## config.mk

```make
export PLATFORM = sky130hd
export DESIGN_NAME = fme_interp_scheduler
export DESIGN_NICKNAME = d
export VERILOG_FILES = /design/src/rtl/fme_interp_scheduler.sv
export SDC_FILE = /design/constraint.sdc
export NUM_CORES = 1
export LEC_CHECK = 0
export CAP_MARGIN = 0
export CORE_MARGIN = 2
export CORE_UTILIZATION = 50
export DETAILED_ROUTE_END_ITERATION = 10
export HOLD_SLACK_MARGIN = 0.06
export PLACE_DENSITY = 0.91
export SYNTH_ARGS = -nofsm -noshare
export SYNTH_HDL_FRONTEND = slang
export SYNTH_SLANG_ARGS = --single-unit
```

## constraint.sdc

```tcl
create_clock -name clock -period 5.4 [get_ports clock]
set_input_delay 1.08 -clock clock [delete_from_list [all_inputs] [get_ports clock]]
set_output_delay 1.08 -clock clock [all_outputs]
set_load 0.02 [all_outputs]
```

## src/rtl/fme_interp_scheduler.sv

```systemverilog
// FME interpolation scheduler: runs the controller phases over every block of a CTU.
// Optional stall cycle counter is built when FME_SCHED_STALL_CNT_EN is defined.
module fme_interp_scheduler #(
  parameter int PH_CYCLES    = 16,
  parameter int PVPO_CYCLES  = 6,
  parameter int PVSO_CYCLES  = 26,
  parameter int NUM_BLOCKS   = 64,
  parameter int BLKS_PER_ROW = 8,
  parameter int BLK_IDX_W    = 6
) (
  input  logic                 clock,
  input  logic                 reset,
  input  logic                 start,
  input  logic                 stall,
  output logic                 interp_enable,
  output logic                 ph_finished,
  output logic                 pvpo_finished,
  output logic                 pvso_finished,
  output logic                 ctrl_clear,
  output logic [BLK_IDX_W-1:0] blk_idx,
  output logic [BLK_IDX_W-1:0] blk_x,
  output logic [BLK_IDX_W-1:0] blk_y,
  output logic                 blk_done,
  output logic                 busy,
  output logic                 done,
  output logic [31:0]          stall_count
);

  localparam int MAX_A = (PH_CYCLES > PVPO_CYCLES) ? PH_CYCLES : PVPO_CYCLES;
  localparam int MAX_C = (MAX_A > PVSO_CYCLES) ? MAX_A : PVSO_CYCLES;
  localparam int CW    = $clog2(MAX_C + 1);

  localparam logic [CW-1:0] C_ONE  = CW'(1);
  localparam logic [CW-1:0] PH_L   = CW'(PH_CYCLES - 1);
  localparam logic [CW-1:0] PVPO_L = CW'(PVPO_CYCLES - 1);
  localparam logic [CW-1:0] PVSO_L = CW'(PVSO_CYCLES - 1);

  localparam logic [BLK_IDX_W-1:0] B_ONE  = BLK_IDX_W'(1);
  localparam logic [BLK_IDX_W-1:0] B_LAST = BLK_IDX_W'(NUM_BLOCKS - 1);
  localparam logic [BLK_IDX_W-1:0] X_LAST = BLK_IDX_W'(BLKS_PER_ROW - 1);

  typedef enum logic [3:0] {
    S_IDLE, S_START, S_BEGIN, S_PH, S_PVPO_SETUP, S_PVPO,
    S_PVSO_SETUP, S_PVSO, S_OVERLAP, S_LAST_OVERLAP, S_CLEAR
  } state_t;

  state_t r_state;
  state_t w_next;

  logic [CW-1:0]        r_cnt;
  logic [BLK_IDX_W-1:0] r_blk_idx;
  logic [BLK_IDX_W-1:0] r_blk_x;
  logic [BLK_IDX_W-1:0] r_blk_y;
  logic                 r_ie;
  logic                 r_clr;
  logic                 r_busy;
  logic                 w_ie_d;
  logic                 w_clr_d;
  logic                 w_busy_d;
  logic                 w_accept;
  logic                 w_in_phase;
  logic                 w_ph_fin;
  logic                 w_pvpo_fin;
  logic                 w_pvso_fin;
  logic                 w_fin;

  assign w_accept   = (r_state == S_IDLE) && start;
  assign w_in_phase = (r_state == S_PH) || (r_state == S_PVPO) ||
                      (r_state == S_PVSO);
  assign w_ph_fin   = (r_state == S_PH) && (r_cnt == PH_L) && !stall;
  assign w_pvpo_fin = (r_state == S_PVPO) && (r_cnt == PVPO_L) && !stall;
  assign w_pvso_fin = (r_state == S_PVSO) && (r_cnt == PVSO_L) && !stall;
  assign w_fin      = w_ph_fin || w_pvpo_fin || w_pvso_fin;

  // State register
  always_ff @(posedge clock or posedge reset) begin
    if (reset) r_state <= S_IDLE;
    else       r_state <= w_next;
  end

  // Next-state logic; stall only matters through the phase-finished terms
  always_comb begin
    w_next = r_state;
    unique case (r_state)
      S_IDLE:         if (start) w_next = S_START;
      S_START:        w_next = S_BEGIN;
      S_BEGIN:        w_next = S_PH;
      S_PH:           if (w_ph_fin) w_next = S_PVPO_SETUP;
      S_PVPO_SETUP:   w_next = S_PVPO;
      S_PVPO:         if (w_pvpo_fin) w_next = S_PVSO_SETUP;
      S_PVSO_SETUP:   w_next = S_PVSO;
      S_PVSO: begin
        if (w_pvso_fin) begin
          if (r_blk_idx < B_LAST) w_next = S_OVERLAP;
          else                    w_next = S_LAST_OVERLAP;
        end
      end
      S_OVERLAP:      w_next = S_PH;
      S_LAST_OVERLAP: w_next = S_CLEAR;
      S_CLEAR:        w_next = S_IDLE;
      default:        w_next = S_IDLE;
    endcase
  end

  // Output decode of the state being entered, so the registers track the state
  always_comb begin
    w_ie_d   = (w_next == S_START);
    w_clr_d  = (w_next == S_CLEAR);
    w_busy_d = (w_next != S_IDLE);
  end

  // Registered state-decoded outputs
  always_ff @(posedge clock or posedge reset) begin
    if (reset) begin
      r_ie   <= 1'b0;
      r_clr  <= 1'b0;
      r_busy <= 1'b0;
    end else begin
      r_ie   <= w_ie_d;
      r_clr  <= w_clr_d;
      r_busy <= w_busy_d;
    end
  end

  // Phase counter: advances on unstalled phase cycles, clears at phase end
  always_ff @(posedge clock or posedge reset) begin
    if (reset)                        r_cnt <= '0;
    else if (w_accept || w_fin)       r_cnt <= '0;
    else if (w_in_phase && !stall)    r_cnt <= r_cnt + C_ONE;
  end

  // Block index and raster position, stepped while the next block loads
  always_ff @(posedge clock or posedge reset) begin
    if (reset) begin
      r_blk_idx <= '0;
      r_blk_x   <= '0;
      r_blk_y   <= '0;
    end else if (w_accept) begin
      r_blk_idx <= '0;
      r_blk_x   <= '0;
      r_blk_y   <= '0;
    end else if (r_state == S_OVERLAP) begin
      r_blk_idx <= r_blk_idx + B_ONE;
      if (r_blk_x == X_LAST) begin
        r_blk_x <= '0;
        r_blk_y <= r_blk_y + B_ONE;
      end else begin
        r_blk_x <= r_blk_x + B_ONE;
      end
    end
  end

`ifdef FME_SCHED_STALL_CNT_EN
  logic [31:0] r_stall_count;

  // Saturating count of stalled phase cycles for the current CTU
  always_ff @(posedge clock or posedge reset) begin
    if (reset)
      r_stall_count <= '0;
    else if (w_accept)
      r_stall_count <= '0;
    else if (w_in_phase && stall && (r_stall_count != 32'hFFFF_FFFF))
      r_stall_count <= r_stall_count + 32'd1;
  end

  assign stall_count = r_stall_count;
`else
  assign stall_count = 32'd0;
`endif

  assign interp_enable = r_ie;
  assign ph_finished   = w_ph_fin;
  assign pvpo_finished = w_pvpo_fin;
  assign pvso_finished = w_pvso_fin;
  assign blk_done      = w_pvso_fin;
  assign ctrl_clear    = r_clr;
  assign done          = r_clr;
  assign busy          = r_busy;
  assign blk_idx       = r_blk_idx;
  assign blk_x         = r_blk_x;
  assign blk_y         = r_blk_y;

endmodule
```

==> flow_metrics.env, run 1 <==
export IMPL_clockRootBuffer="clkbuf_8"
export IMPL_cts_tree="yes"
export IMPL_htree_levels=2
export IMPL_hold_violations=0
export IMPL_post_route_period_util_pct=71.6
export IMPL_mostFrequentLayoutCells="32 x conb_1, 30 x dfrtp_1, 29 x clkdlybuf4s50_1, 22 x nor2_1, 12 x nand2_1"
export IMPL_pwr_share_comb_pct=43.0
export IMPL_core_region_area_mm2=0.00366
export IMPL_finalSetupTns_ns=0
export IMPL_row_count=22
export IMPL_yosysWarningCount=0
export IMPL_worstSetupPathType="in2out"
export IMPL_hpwl_um=2510
export IMPL_status="complete, no violations"
export IMPL_insertion_delay_ns=0.28
export IMPL_die_x_um=65.7
export IMPL_worst_slew_pin_slew_ns=1.07
export IMPL_syn_area_mm2=0.00191
export IMPL_cts_hold_buffers=0
export IMPL_clockPowerShare_pct=15.1
export IMPL_async_reset_ff_share_pct=100
export IMPL_synth_seq_area_share_pct=39.4
export IMPL_wl_per_cell_um=12.6
export IMPL_num_vias=1350
export IMPL_cts_buffer_depth=2
export IMPL_gr_total_overflow=0
export IMPL_start_util_pct=52.1
export IMPL_clock_sinks=30
export IMPL_synth_cells=201
export IMPL_syn_avg_cell_area_um2=9.48
export IMPL_dieArea_mm2=0.00432
export IMPL_fin_hold_ws_ns=0.574
export IMPL_startpoint_type="primary input"
export IMPL_critPathArrivalTime_ns=2.78
export IMPL_maxSlewViolCount=0
export IMPL_drive_above_1_share_pct=8.41
export IMPL_synth_edf_count=0
export IMPL_skew_ns=0.00806
export IMPL_drt_iter0_markers=70
export IMPL_post_route_cell_area_mm2=0.00215
export IMPL_clk_pin_slew_ns=0.06
export IMPL_setup_viol=0
export IMPL_fmax_ghz=0.259
export IMPL_rsz0062_at_grt="false"
export IMPL_synth_area_top_cells="dfrtp_1 39%, buf_4 14%, nor2_1 4.3%"
export IMPL_cap_violations=0
export IMPL_grt_pass1_vias=1251
export IMPL_wl_um=3460
export IMPL_drc=0
export IMPL_final_common_cell="conb_1"
export IMPL_dr_pass1_iters=4
export IMPL_end_kind="output port"
export IMPL_required_ns=4.32
export IMPL_slew_headroom_pct=28.7
export IMPL_p_leak_nw=0.992
export IMPL_ctsResizeCount=0
export IMPL_dpl_cell_count=267
export IMPL_ir_worst_vdd_mv=0.252
export IMPL_seq_power_share_pct=41.8
export IMPL_grt_first_pass_wirelength_um=5750
export IMPL_p_int_uw=626
export IMPL_dieHeight_um=65.7
export IMPL_yosys_area_top_type="dfrtp_1"
export IMPL_grt_max_degree=31
export IMPL_synth_top_area_share_pct=39.4
export IMPL_diodes=0
export IMPL_routabilityCongestion=0.817
export IMPL_sw_frac_of_total_pct=42.0
export IMPL_ios=62
export IMPL_p_switching_uw=453
export IMPL_finalNonFillerCells=274
export IMPL_postCtsSetupBuffers=0
export IMPL_postPlaceCellArea_mm2=0.00207
export IMPL_drtAntennaViolNets=0
export IMPL_port_buffers=29
export IMPL_grt_usage_pct=17.7
export IMPL_worst_r2r_cell_count=4
export IMPL_power_density_mw_per_mm2=502
export IMPL_synthToLayoutAreaGrowth_pct=12.9
export IMPL_hold_path_class="reg2reg"
export IMPL_fin_nets=236
export IMPL_viasPerCell=4.93
export IMPL_hold_path_cell_count=3
export IMPL_period_minus_slack_ns=3.86
export IMPL_path_max_fanout=6
export IMPL_finish_utilization_pct=58.7
export IMPL_antenna_found_initial=0
export IMPL_synth_cell_types=43
export IMPL_ys_ff_latch=30
export IMPL_synth_main_ff_cell="dfrtp_1"
export IMPL_cts_inserted_buffers=5
-- layer usage --
| layer | track usage [%] | up-vias | part of all wire (%) |
|---|---|---|---|
| li1 | - | 660 | - |
| met1 | 21.3 | 642 | 43 |
| met2 | 29.7 | 41 | 50 |
| met3 | 3.94 | 7 | 4.6 |
| met4 | 8.33 | 0 | 2.0 |
| met5 | 0 | - | 0 |
-- Yosys cell counts (2+ instances only) --
library cell  instances
a211oi_1              3
a21oi_1               5
and3_1                6
buf_2                 3
buf_4                35
buf_6                 2
clkbuf_1              3
dfrtp_1              30
ha_1                  6
inv_1                 8
nand2_1              12
nand2b_1              2
nand3_1               8
nand4_1               8
nand4b_1              2
nor2_1               22
nor2b_1               2
nor4_2                2
nor4b_1               3
or3_1                 3
xnor2_1               8
xor2_1                7
-- kinds of logic (layout without fill, tap and decap cells) --
group / count (synthesis) / after routing / synth area share (%)
buffers and inverters: 51 / 45 / 17.9
XOR/XNOR: 15 / 15 / 6.89
AO/OA/AOI/OAI: 13 / 13 / 4.40
adder cells (fa/ha/maj): 6 / 6 / 3.94
flip-flops: 30 / 30 / 39.4
AND/OR/NAND/NOR: 83 / 83 / 26.1
other: 1 / 32 / 0.197
multiplexers: 2 / 2 / 1.12
-- per-stage QoR --
| stage | setup WS (ns) | total power [mW] |
|---|---|---|
| after floorplan | 2.56 | 0.749 |
| after global placement | 1.57 | 0.895 |
| after detailed placement | 1.53 | 0.918 |
| after CTS | 1.53 | 1.09 |
| after global routing | 1.42 | 1.16 |
| final | 1.54 | 1.08 |
-- path summary, 6_finish.rpt --
| kind | end | startpoint | slack (ns) |
|---|---|---|---|
| min in group asynchronous | blk_y[5] | reset | 1.17 |
| hold / removal | blk_y[5] | blk_y[5] | 0.57 |
| setup / recovery | ph_finished | stall | 1.54 |
| setup reg to reg | r_cnt[4] | r_state[2] | 3.18 |
| max in group asynchronous | r_cnt[4] | reset | 3.95 |
| hold reg to reg | blk_y[5] | blk_y[5] | 0.57 |
-- power by group through the flow --
stage	Combinational, mW	Clock [mW]	Sequential (mW)
6_report	0.464	0.163	0.451
3_3_place_gp	0.450	0	0.444
2_1_floorplan	0.272	0	0.477
5_1_grt	0.510	0.180	0.470
4_1_cts	0.469	0.168	0.450
3_5_place_dp	0.466	0	0.452
-- layout make-up --
type	instances	area [um2]
Clock buffer	7	76.3
Fill cell	330	1510
Inverter	8	30.0
Multi-Input combinational cell	151	936
Sequential cell	30	751
Tap cell	48	60.1
Timing Repair Buffer	30	298
-- critical path, cell delays in order --
cell	delay [ns]
clkdlybuf4s50_1	0.48
nand4b_1	0.22
or3_1	0.35
inv_1	0.06
clkdlybuf4s50_1	0.59
-- state kept, by name, summed over array words and instances (netlist names) --
register	count
blk_idx	6
blk_x	6
blk_y	6
busy	1
ctrl_clear	1
interp_enable	1
r_cnt	5
r_state	4
(Power assumes the default switching activity.)
==> run 2: changes to the inputs <==
--- a/config.mk
+++ b/config.mk
@@ -7,10 +7,10 @@
 export LEC_CHECK = 0
 export CAP_MARGIN = 0
 export CORE_MARGIN = 2
-export CORE_UTILIZATION = 50
+export CORE_UTILIZATION = 42
 export DETAILED_ROUTE_END_ITERATION = 10
 export HOLD_SLACK_MARGIN = 0.06
-export PLACE_DENSITY = 0.91
+export PLACE_DENSITY = 0.82
 export SYNTH_ARGS = -nofsm -noshare
 export SYNTH_HDL_FRONTEND = slang
 export SYNTH_SLANG_ARGS = --single-unit
==> constraint.sdc (replaced) <==
create_clock -name clock -period 3.11 [get_ports clock]
set_input_delay 0.622 -clock clock [delete_from_list [all_inputs] [get_ports clock]]
set_output_delay 0.622 -clock clock [all_outputs]
set_load 0.02 [all_outputs]
==> flow_metrics.env, run 2 (synthesized netlist as in run 1, its figures left out) <==
export IMPL_clock_sinks=30
export IMPL_viasPerCell=4.93
export IMPL_num_vias=1384
export IMPL_htree_levels=2
export IMPL_hpwl_um=2520
export IMPL_seq_power_share_pct=39.6
export IMPL_wl_um=3520
export IMPL_cap_violations=0
export IMPL_clockPowerShare_pct=19.4
export IMPL_r2r_slack_ns=1.20
export IMPL_path_max_fanout=6
export IMPL_drt_iter0_markers=52
export IMPL_clockRootBuffer="clkbuf_8"
export IMPL_port_buffers=29
export IMPL_required_ns=2.49
export IMPL_maxSlewViolCount=0
export IMPL_multi_input_area_um2=936
export IMPL_drtAntennaViolNets=0
export IMPL_post_route_cell_area_mm2=0.00221
export IMPL_insertion_delay_ns=0.28
export IMPL_cpMostUsedCell="clkdlybuf4s50_1"
export IMPL_post_route_period_util_pct=93.7
export IMPL_final_common_cell="conb_1"
export IMPL_synthToLayoutAreaGrowth_pct=15.8
export IMPL_fin_nets=238
export IMPL_p_leak_nw=1.04
export IMPL_place_ws_ns=0.157
export IMPL_core_region_area_mm2=0.00435
export IMPL_p_switching_uw=795
export IMPL_cp_slowest_cell="clkdlybuf4s50_1"
export IMPL_diodes=0
export IMPL_mostFrequentLayoutCells="32 x conb_1, 30 x dfrtp_1, 28 x clkdlybuf4s50_1, 22 x nor2_1, 12 x nand2_1"
export IMPL_fmax_ghz=0.343
export IMPL_dieArea_mm2=0.00509
export IMPL_drc=0
export IMPL_cts_buffer_depth=2
export IMPL_pwr_share_comb_pct=40.9
export IMPL_grt_usage_pct=14.8
export IMPL_seqCellArea_um2=751
export IMPL_startpoint_type="primary input"
export IMPL_dr_pass1_iters=4
export IMPL_power_density_mw_per_mm2=890
export IMPL_worst_slew_pin_slew_ns=0.532
export IMPL_critPathArrivalTime_ns=2.29
export IMPL_routabilityCongestion=0.891
export IMPL_p_int_mw=1.17
export IMPL_setup_ws_ns=0.197
export IMPL_worstSetupPathType="in2out"
export IMPL_clk_pin_slew_ns=0.07
export IMPL_gr_total_overflow=0
export IMPL_cts_tree="yes"
export IMPL_cts_inserted_buffers=5
export IMPL_dieHeight_um=71.4
export IMPL_hold_path_class="reg2reg"
export IMPL_end_kind="output port"
export IMPL_ios=62
export IMPL_postPlaceCellArea_mm2=0.00209
export IMPL_rsz0062_at_grt="false"
export IMPL_drive_above_1_share_pct=10.5
export IMPL_cts_hold_buffers=0
export IMPL_hold_violations=0
export IMPL_grt_pass1_vias=1270
export IMPL_antenna_found_initial=0
export IMPL_finalSetupTns_ns=0
export IMPL_grt_first_pass_wirelength_um=5840
export IMPL_ir_worst_vdd_mv=0.299
export IMPL_sw_frac_of_total_pct=40.5
export IMPL_fill_cells=430
export IMPL_cpPeakStageDelay_ns=0.61
export IMPL_slew_headroom_pct=64.3
export IMPL_grt_max_degree=31
export IMPL_setup_viol=0
export IMPL_status="complete, no violations"
export IMPL_path_cells="clkdlybuf4s50_1, nor2b_1, nand4_1, inv_1, clkdlybuf4s50_1"
export IMPL_row_count=24
export IMPL_skew_ns=0.00815
export IMPL_start_util_pct=43.8
export IMPL_wl_per_cell_um=12.5
export IMPL_die_x_um=71.4
export IMPL_period_minus_slack_ns=2.91
-- run 2: layout make-up --
class                           count  share of cell area (%)
Sequential cell                    30                    34.0
Tap cell                           52                    2.95
Clock inverter                      3                    1.82
Multi-Input combinational cell    151                    42.4
Inverter                            8                    1.36
Timing Repair Buffer               32                    14.3
Clock buffer                        5                    3.12
-- run 2: worst paths after layout --
check | end | cells past startpoint | from
worst max-delay path | pvso_finished | 5 | stall
worst min-delay path | blk_x[1] | 2 | blk_x[1]
worst max register to register | blk_y[5] | 5 | blk_x[0]
worst min register to register | blk_x[1] | 2 | blk_x[1]
max in group asynchronous | r_state[0] | 3 | reset
min in group asynchronous | blk_x[3] | 3 | reset
-- run 2: through the flow --
stage	hold slack (ns)	power, mW	cells	utilization (%)
global placement	0.555	1.56	273	48.1
global route	0.609	2.10	281	50.7
CTS	0.584	1.98	281	50.6
finish	0.581	1.96	281	50.7
detailed placement	0.567	1.59	273	48.1
floorplan	0.562	1.30	232	-
-- run 2: what timing repair did --
action,4_1_cts,5_1_grt
endpoints found under the hold margin,0,0
setup endpoints to repair,0,1
resized for setup,0,1
setup buffers,0,0
-- run 2: critical path, delay by kind of cell --
kind / cells / cell delay [ns]
buffers and inverters: 3 / 1.22
and+or+nand+nor: 2 / 0.45
-- run 2: metal layers --
| metal | vias up | global-route usage [%] | routed length (um) |
|---|---|---|---|
| met1 | 651 | 18.4 | 1530 |
| li1 | 666 | - | - |
| met5 | - | 0 | 0 |
| met2 | 59 | 22.8 | 1680 |
| met4 | 0 | 8.39 | 92 |
| met3 | 8 | 4.64 | 222 |
-- run 2: power by group through the flow --
stage	registers (mW)	logic, mW	clock network [mW]
2_1_floorplan	0.827	0.472	0
3_3_place_gp	0.776	0.786	0
3_5_place_dp	0.782	0.808	0
4_1_cts	0.777	0.813	0.391
5_1_grt	0.808	0.888	0.409
6_report	0.778	0.804	0.382
==> run 3: changes to the inputs <==
--- a/config.mk
+++ b/config.mk
@@ -8,9 +8,12 @@
 export CAP_MARGIN = 0
 export CORE_MARGIN = 2
 export CORE_UTILIZATION = 42
+export CTS_CLUSTER_DIAMETER = 40
 export DETAILED_ROUTE_END_ITERATION = 10
 export HOLD_SLACK_MARGIN = 0.06
 export PLACE_DENSITY = 0.82
+export SETUP_SLACK_MARGIN = 0.1
+export SLEW_MARGIN = 40
 export SYNTH_ARGS = -nofsm -noshare
 export SYNTH_HDL_FRONTEND = slang
 export SYNTH_SLANG_ARGS = --single-unit
==> flow_metrics.env, run 3 (synthesized netlist as in run 1, its figures left out) <==
export IMPL_status="complete, no violations"
export IMPL_num_vias=1379
export IMPL_dr_pass1_iters=4
export IMPL_fmax_ghz=0.353
export IMPL_place_ws_ns=0.157
export IMPL_dieHeight_um=71.4
export IMPL_port_buffers=29
export IMPL_ir_worst_vdd_mv=0.299
export IMPL_skew_ns=0.00817
export IMPL_p_leak_nw=1.04
export IMPL_drtAntennaViolNets=0
export IMPL_maxSlewViolCount=0
export IMPL_cts_buffer_depth=2
export IMPL_die_x_um=71.4
export IMPL_grt_first_pass_wirelength_um=5840
export IMPL_mostFrequentLayoutCells="32 x conb_1, 30 x dfrtp_1, 28 x clkdlybuf4s50_1, 22 x nor2_1, 12 x nand2_1"
export IMPL_diodes=0
export IMPL_gr_total_overflow=0
export IMPL_cap_violations=0
export IMPL_final_common_cell="conb_1"
export IMPL_required_ns=2.49
export IMPL_grt_usage_pct=14.8
export IMPL_fin_nets=238
export IMPL_drt_iter0_markers=47
export IMPL_clk_pin_slew_ns=0.07
export IMPL_slew_headroom_pct=64.3
export IMPL_routabilityCongestion=0.891
export IMPL_startpoint_type="primary input"
export IMPL_postCtsSetupBuffers=0
export IMPL_drc=0
export IMPL_viasPerCell=4.91
export IMPL_ios=62
export IMPL_ctsResizeCount=0
export IMPL_rsz0062_at_grt="false"
export IMPL_period_minus_slack_ns=2.83
export IMPL_insertion_delay_ns=0.28
export IMPL_end_kind="output port"
export IMPL_htree_levels=2
export IMPL_finalSetupTns_ns=0
export IMPL_hold_violations=0
export IMPL_clockRootBuffer="clkbuf_8"
export IMPL_fill_cells=429
export IMPL_core_region_area_mm2=0.00435
export IMPL_start_util_pct=43.8
export IMPL_setup_ws_ns=0.280
export IMPL_dieArea_mm2=0.00509
export IMPL_clock_sinks=30
export IMPL_cts_hold_buffers=0
export IMPL_path_max_fanout=6
export IMPL_post_route_period_util_pct=91.0
export IMPL_hold_path_class="reg2reg"
export IMPL_setup_viol=0
export IMPL_r2r_slack_ns=1.20
export IMPL_row_count=24
export IMPL_hpwl_um=2520
export IMPL_wl_per_cell_um=12.5
export IMPL_grt_pass1_vias=1270
export IMPL_power_density_mw_per_mm2=890
export IMPL_critPathArrivalTime_ns=2.21
export IMPL_synthToLayoutAreaGrowth_pct=15.9
export IMPL_worstSetupPathType="in2out"
export IMPL_wl_um=3520
export IMPL_cts_inserted_buffers=5
export IMPL_cts_tree="yes"
export IMPL_drive_above_1_share_pct=10.9
export IMPL_worst_slew_pin_slew_ns=0.532
export IMPL_antenna_found_initial=0
export IMPL_grt_max_degree=31
==> run 3: worst paths after layout <==
kind	startpoint	end	cells past startpoint
worst max register to register	blk_x[0]	blk_y[5]	5
worst min register to register	blk_x[1]	blk_x[1]	2
worst max-delay path	stall	pvso_finished	5
max in group asynchronous	reset	r_cnt[3]	3
worst min-delay path	blk_x[1]	blk_x[1]	2
min in group asynchronous	reset	r_state[1]	3
==> run 3: cell type report <==
cell class                 count  area, um2  area share [%]
timing repair buffer          32        315            14.3
sequential                    30        751            34.0
clock buffer                   5       68.8            3.12
multi-input combinational    151        938            42.5
tap                           52       65.1            2.95
clock inverter                 3       40.0            1.81
inverter                       8       30.0            1.36
==> run 3: metal layers <==
layer	track usage (%)	wire (um)	up-vias	share of wire (%)
met1	18.4	1550	653	44
met3	4.64	223	6	6.3
li1	-	-	666	-
met4	8.39	84	0	2.4
met2	22.8	1660	54	47
met5	0	0	-	0
==> run 3: metrics by stage <==
stage / total power [mW] / cells / area [um2] / hold slack (ns) / utilization (%)
2_1_floorplan: 1.30 / 232 / 2020 / 0.562 / -
3_3_place_gp: 1.56 / 273 / 2090 / 0.555 / 48.1
6_report: 1.97 / 281 / 2210 / 0.581 / 50.7
4_1_cts: 1.98 / 281 / 2200 / 0.584 / 50.6
5_1_grt: 2.11 / 281 / 2210 / 0.609 / 50.7
3_5_place_dp: 1.59 / 273 / 2090 / 0.567 / 48.1
==> run 3: worst max-delay path, cell delays in order <==
cell,delay (ns)
clkdlybuf4s50_1,0.49
nor2b_2,0.21
nand4_1,0.15
inv_1,0.12
clkdlybuf4s50_1,0.61
==> run 3: power by group <==
group | total, mW | internal, mW | switching (mW)
registers | 0.779 | 0.549 | 0.230
logic | 0.805 | 0.386 | 0.419
clock network | 0.382 | 0.235 | 0.146
total | 1.97 | 1.17 | 0.795
